File: src/rtl/hbm_bringup_seq.sv
// Power-on and recovery reset sequencer for the HBM2e AXI subsystem.
// Releases IOPLL, HBM, NoC and AXI resets in order, retries failed bring-ups and latches thermal shutdown.
module hbm_bringup_seq #(
  parameter int unsigned RESET_HOLD_CYC  = 16,
  parameter int unsigned PLL_TIMEOUT_CYC = 100000,
  parameter int unsigned CAL_TIMEOUT_CYC = 2000000,
  parameter int unsigned SETTLE_CYC      = 32,
  parameter int unsigned MAX_RETRIES     = 3,
  parameter logic [2:0]  TEMP_WARN       = 3'd5
) (
  input  logic       clk100_in_clk,
  input  logic       seq_reset_in_reset,
  input  logic       restart_req,
  input  logic       iopll_locked_export,
  input  logic       hbm_local_cal_success_local_cal_success,
  input  logic       hbm_local_cal_fail_local_cal_fail,
  input  logic       hbm_fp_0_cattrip_i_conduit,
  input  logic [2:0] hbm_fp_0_temp_i_conduit,
  output logic       iopll_reset_reset,
  output logic       hbm_reset_in_reset,
  output logic       noc_reset_in_reset,
  output logic       axi_reset_in_reset,
  output logic       seq_ready,
  output logic       seq_fail,
  output logic       thermal_trip,
  output logic       temp_warn,
  output logic [2:0] seq_state,
  output logic [3:0] retry_count
);

  typedef enum logic [2:0] {
    ST_RESET_HOLD = 3'd0,
    ST_PLL_WAIT   = 3'd1,
    ST_CAL_WAIT   = 3'd2,
    ST_NOC_SETTLE = 3'd3,
    ST_RUN        = 3'd4,
    ST_RETRY      = 3'd5,
    ST_FAIL       = 3'd6,
    ST_THERMAL    = 3'd7
  } state_e;

  localparam logic [23:0] HOLD_LAST   = 24'(RESET_HOLD_CYC - 1);
  localparam logic [23:0] PLL_LAST    = 24'(PLL_TIMEOUT_CYC - 1);
  localparam logic [23:0] CAL_LAST    = 24'(CAL_TIMEOUT_CYC - 1);
  localparam logic [23:0] SETTLE_LAST = 24'(SETTLE_CYC - 1);
  localparam logic [3:0]  MAX_R       = 4'(MAX_RETRIES);

  state_e      state_q, state_d;
  logic [23:0] tmr_q, tmr_d;
  logic [3:0]  retry_q, retry_d;
  logic [3:0]  rst_q, rst_d;
  logic        ready_q, ready_d;
  logic        fail_q, fail_d;
  logic        trip_q, trip_d;
  logic        warn_q, warn_d;

  logic [6:0]  async_in;
  logic [6:0]  meta_q;
  logic [6:0]  sync_q;
  logic        lock_s, cal_ok_s, cal_fail_s, cattrip_s;
  logic [2:0]  temp_s;
  logic        restart_take;
  logic        entering;

  assign async_in = {hbm_fp_0_temp_i_conduit,
                     hbm_fp_0_cattrip_i_conduit,
                     hbm_local_cal_fail_local_cal_fail,
                     hbm_local_cal_success_local_cal_success,
                     iopll_locked_export};

  assign lock_s     = sync_q[0];
  assign cal_ok_s   = sync_q[1];
  assign cal_fail_s = sync_q[2];
  assign cattrip_s  = sync_q[3];
  assign temp_s     = sync_q[6:4];

  always_ff @(posedge clk100_in_clk) begin
    if (seq_reset_in_reset) begin
      meta_q <= '0;
      sync_q <= '0;
    end else begin
      meta_q <= async_in;
      sync_q <= meta_q;
    end
  end

  always_ff @(posedge clk100_in_clk) begin
    if (seq_reset_in_reset) begin
      state_q <= ST_RESET_HOLD;
      tmr_q   <= '0;
      retry_q <= '0;
      rst_q   <= 4'hF;
      ready_q <= 1'b0;
      fail_q  <= 1'b0;
      trip_q  <= 1'b0;
      warn_q  <= 1'b0;
    end else begin
      state_q <= state_d;
      tmr_q   <= tmr_d;
      retry_q <= retry_d;
      rst_q   <= rst_d;
      ready_q <= ready_d;
      fail_q  <= fail_d;
      trip_q  <= trip_d;
      warn_q  <= warn_d;
    end
  end

  // Normal transitions first, then restart, then cattrip override them in rising priority.
  always_comb begin
    state_d = state_q;
    case (state_q)
      ST_RESET_HOLD: if (tmr_q == HOLD_LAST) state_d = ST_PLL_WAIT;
      ST_PLL_WAIT: begin
        if (lock_s)                  state_d = ST_CAL_WAIT;
        else if (tmr_q == PLL_LAST)  state_d = ST_RETRY;
      end
      ST_CAL_WAIT: begin
        if (cal_fail_s)              state_d = ST_RETRY;
        else if (cal_ok_s)           state_d = ST_NOC_SETTLE;
        else if (tmr_q == CAL_LAST)  state_d = ST_RETRY;
        else if (!lock_s)            state_d = ST_RETRY;
      end
      ST_NOC_SETTLE: begin
        if (!lock_s)                   state_d = ST_RETRY;
        else if (tmr_q == SETTLE_LAST) state_d = ST_RUN;
      end
      ST_RUN:   if (!lock_s || cal_fail_s) state_d = ST_RETRY;
      ST_RETRY: state_d = (retry_q == MAX_R) ? ST_FAIL : ST_RESET_HOLD;
      ST_FAIL:    state_d = ST_FAIL;
      ST_THERMAL: state_d = ST_THERMAL;
      default:    state_d = ST_RESET_HOLD;
    endcase

    restart_take = restart_req && (state_q != ST_THERMAL) && !cattrip_s;
    if (restart_take) state_d = ST_RESET_HOLD;
    if (cattrip_s)    state_d = ST_THERMAL;

    // A restart re-enters RESET_HOLD even from RESET_HOLD, so it must also restart the timer.
    entering = (state_d != state_q) || restart_take;
    if (entering)             tmr_d = '0;
    else if (tmr_q == '1)     tmr_d = tmr_q;
    else                      tmr_d = tmr_q + 24'd1;

    retry_d = retry_q;
    if (restart_take)
      retry_d = '0;
    else if (entering && state_d == ST_RUN)
      retry_d = '0;
    else if (entering && state_d == ST_RETRY && retry_q != 4'hF)
      retry_d = retry_q + 4'd1;

    case (state_d)
      ST_PLL_WAIT:   rst_d = 4'b0111;
      ST_CAL_WAIT:   rst_d = 4'b0011;
      ST_NOC_SETTLE: rst_d = 4'b0001;
      ST_RUN:        rst_d = 4'b0000;
      default:       rst_d = 4'b1111;
    endcase

    ready_d = (state_d == ST_RUN);
    fail_d  = (state_d == ST_FAIL);
    trip_d  = trip_q || (state_d == ST_THERMAL);
    warn_d  = (temp_s >= TEMP_WARN);
  end

  assign iopll_reset_reset  = rst_q[3];
  assign hbm_reset_in_reset = rst_q[2];
  assign noc_reset_in_reset = rst_q[1];
  assign axi_reset_in_reset = rst_q[0];
  assign seq_ready          = ready_q;
  assign seq_fail           = fail_q;
  assign thermal_trip       = trip_q;
  assign temp_warn          = warn_q;
  assign seq_state          = state_q;
  assign retry_count        = retry_q;

endmodule

File: config.mk
export PLATFORM = sky130hd
export DESIGN_NAME = hbm_bringup_seq
export DESIGN_NICKNAME = d
export VERILOG_FILES = /design/src/rtl/hbm_bringup_seq.sv
export SDC_FILE = /design/constraint.sdc
export NUM_CORES = 1
export LEC_CHECK = 0
export ABC_AREA = 1
export ABC_CLOCK_PERIOD_IN_PS = 2300
export CORE_ASPECT_RATIO = 0.8
export CORE_MARGIN = 10
export CORE_UTILIZATION = 50
export CTS_CLUSTER_DIAMETER = 50
export DETAILED_ROUTE_END_ITERATION = 10
export GPL_TIMING_DRIVEN = 0
export PLACE_DENSITY = 0.71
export SYNTH_ARGS = -nofsm -noshare
export SYNTH_HDL_FRONTEND = slang
export SYNTH_SLANG_ARGS = --single-unit
File: constraint.sdc
create_clock -name clk100_in_clk -period 2.3 [get_ports clk100_in_clk]
set_input_delay 0.46 -clock clk100_in_clk [delete_from_list [all_inputs] [get_ports clk100_in_clk]]
set_output_delay 0.46 -clock clk100_in_clk [all_outputs]
set_load 0.01 [all_outputs]
==> flow_metrics.tcl <==
set metrics [dict create \
    drt_wl_total_mm 5.886 \
    grt_pass1_wl_mm 9.963 \
    critical_path_arrival_ns 2.34 \
    nets 435 \
    grt_max_degree 19 \
    finalClockSkew_ns 0.004611 \
    synth-seq-area-share 0.3885 \
    max-cap-violations 0 \
    ant_nets 0 \
    clockBufferDepth 2 \
    dpl.hpwl_mm 4.475 \
    die_w_um 102.6 \
    core_area_um2 5151 \
    cts_root_buf "clkbuf_8" \
    synth_common_cells "nand2_1 (76), nor2_1 (72), dfxtp_1 (53)" \
    p_comb_frac 0.106 \
    yosys_warnings 0 \
    powerDensity_nw_per_um2 519.5 \
    final_area_um2 3224 \
    p_leak_nw 1.243 \
    critPathMaxStageDelay_ns 0.39 \
    cts.clk_slew.worst_paths_ns 0.10 \
    drt_iter0_drc 261 \
    grt_pass1_vias 2132 \
    antenna_cells 0 \
    async_flop_share 0 \
    yosysTopAreaCell "dfxtp_1" \
    cts_tree "done" \
    cts.sinks 53 \
    clock_power_share 0.324 \
    h-tree-depth 2 \
    port_buffers 24 \
    relSlewSlack 0.6150 \
    num_io_pins 25 \
    ys_types 33 \
    num_rows 23 \
    dieArea_um2 8837 \
    clkLatencyLatePin_ns 0.31 \
    startpoint_type "flop" \
    max_slew.worst_pin.slew_ns 0.5754 \
    setup_violations 0 \
    synthesis.nets 402 \
    wl_per_cell_um 12.11 \
    antenna_found_initial 0 \
    path_delay_family "simple AND/OR/NAND/NOR gates" \
    seqPwrFrac 0.570 \
    synth-edff-count 0 \
    path_cells "ha_4 -> nand3_4 -> nor2_4 -> nand3_2 -> nand2_1 -> nand2_1 -> nand2_1 -> nand3_1 -> nand2_1 -> nand2_2 -> nand2_1 -> nand2_1 -> nand4_4 -> buf_6 -> nor2_2" \
    cts_hold_buf 0 \
    netlist_area_um2 2731 \
    post_synth.cell_area_avg_um2 7.004 \
    worstSetupPathType "reg -> reg" \
    p_int_w 0.001237 \
    drive_gt1_frac 0.1604 \
    finalCritPeriodShare 0.9280 \
    vias_per_cell 5.097 \
    dpl_cell_area_um2 3049 \
    drc_errors 0 \
    dieHeight_um 86.11 \
    min_period_ns 2.134 \
    netlist.area_leader.share 0.3885 \
    grtUsageTotal 0.1368 \
    gp_congestion 0.8956 \
    ys.flop_type "dfxtp_1" \
    dp_slack_ns -0.01077 \
    status "finished, final reports clean" \
    path_buf_inv 1 \
    ir_worst_vdd_v 0.0002803 \
    hold_viol 0 \
    critPathMostFrequentCell "nand2_1" \
    grt_overflow 0 \
    cts_buffers 5 \
    p_sw_w 0.0004379 \
    swShare 0.2615 \
    synth_area_leaders "dfxtp_1 (39%), nand2_1 (10%), nor2_1 (9.9%)" \
    timing.final.ws_setup_ns 0.1656 \
    ys_ff_latch 53 \
    slowest_stage "dfxtp_4" \
    synth_cells 390 \
    synth_most_common_cell "nand2_1" \
    worstPathRequired_ns 2.51 \
    final_max_slew_viol_count 0 \
    min_path_type "reg -> reg" \
    start_util 0.5302 \
    max_freq_ghz 0.4685 \
    first_pass_iters 5 \
    cp_max_fo 10 \
    layout-area-overhead-vs-synth_pct 18.05 \
    vias 2477 \
    critPathCaptureType "flop" \
]
-- cell usage in the layout (no fill, tap or decap), types with 2 or more instances in the layout --
cell / instances
nand2_2: 4
xor2_1: 11
nand4_1: 12
buf_4: 2
xnor2_1: 8
nor2_1: 70
nor4_1: 3
nor2_4: 2
nand2_1: 76
nand3_1: 25
a21oi_2: 2
dfxtp_1: 47
a21oi_1: 5
o21ai_0: 10
clkbuf_1: 2
a31oi_1: 2
inv_1: 45
clkdlybuf4s50_1: 24
nor3_1: 9
nor3_2: 2
dfxtp_2: 5
inv_2: 5
clkbuf_8: 5
nor2_2: 21
nand2_4: 3
buf_2: 3
-- power groups by stage --
stage | sequential (W) | combinational (W) | clock [W]
6_report | 0.000954 | 0.000178 | 0.000543
5_1_grt | 0.000958 | 0.000199 | 0.000600
4_1_cts | 0.000953 | 0.000169 | 0.000565
3_5_place_dp | 0.000974 | 0.000169 | 0
3_3_place_gp | 0.000974 | 0.000167 | 0
2_1_floorplan | 0.000976 | 0.000106 | 0
-- final cells by class --
type	count	area, um2
buffer	8	61.31
clock buffer	5	68.82
clock inverter	3	25.02
fill	500	1927
inverter	50	187.7
multi-input combinational	279	1478
sequential	53	1071
tap	62	77.57
timing repair buffer	26	255.2
-- routing by layer --
layer	vias up	track usage	share of wire
met5	-	0	0
met3	10	0.02727	0.056
met4	0	0.03964	0.012
li1	1294	-	-
met2	68	0.1973	0.42
met1	1105	0.1979	0.51
-- per-stage QoR --
stage | hold slack [ns] | cells | total power, W | TNS, ns | util
3_3_place_gp | 0.3918 | 476 | 0.001141 | 0 | 0.5919
4_1_cts | 0.4070 | 484 | 0.001688 | 0 | 0.6119
5_1_grt | 0.4254 | 486 | 0.001756 | -0.01322 | 0.6259
2_1_floorplan | 0.3883 | 390 | 0.001082 | 0 | -
3_5_place_dp | 0.3924 | 476 | 0.001143 | -0.01633 | 0.5919
6_report | 0.4053 | 486 | 0.001675 | 0 | 0.6259
-- final timing paths --
kind	start	endpoint	slack (ns)	cells after the start
min	meta_q[1]$_SDFF_PP0_	sync_q[1]$_SDFF_PP0_	0.41	2
max	tmr_q[0]$_SDFFE_PP0P_	tmr_q[19]$_SDFFE_PP0P_	0.17	15
max reg2reg	tmr_q[0]$_SDFFE_PP0P_	tmr_q[19]$_SDFFE_PP0P_	0.17	15
min reg2reg	meta_q[1]$_SDFF_PP0_	sync_q[1]$_SDFF_PP0_	0.41	2
-- sequential cells by signal, indices dropped and copies added (netlist names) --
signal / cells
rst_q: 4
retry_count: 4
seq_state: 3
seq_fail: 1
temp_warn: 1
meta_q: 7
thermal_trip: 1
sync_q: 7
tmr_q: 24
seq_ready: 1
-- tightest hold or removal path: cells and delay by family, from the launching register on --
kind                   cells  cell delay, ns
DFF                        1            0.31
buffers and inverters      1            0.04
and+or+nand+nor            1            0.03
-- repair_timing --
| action | 4_1_cts | 5_1_grt |
|---|---|---|
| resized for setup | 3 | 17 |
| pin swaps | 0 | 1 |
| buffers inserted | 0 | 2 |
| setup endpoints to repair | 21 | 32 |
-- cells by family (layout without fill, tap and decap cells) --
group	after synthesis	in the layout	synth area share
flops	53	53	0.3885
compound gates	23	23	0.04856
simple gates	235	235	0.4059
buf+inv	58	92	0.08704
xor+xnor	19	19	0.06093
fa+ha+maj	2	2	0.009160
Note: power is estimated with default switching activity, not from simulation.
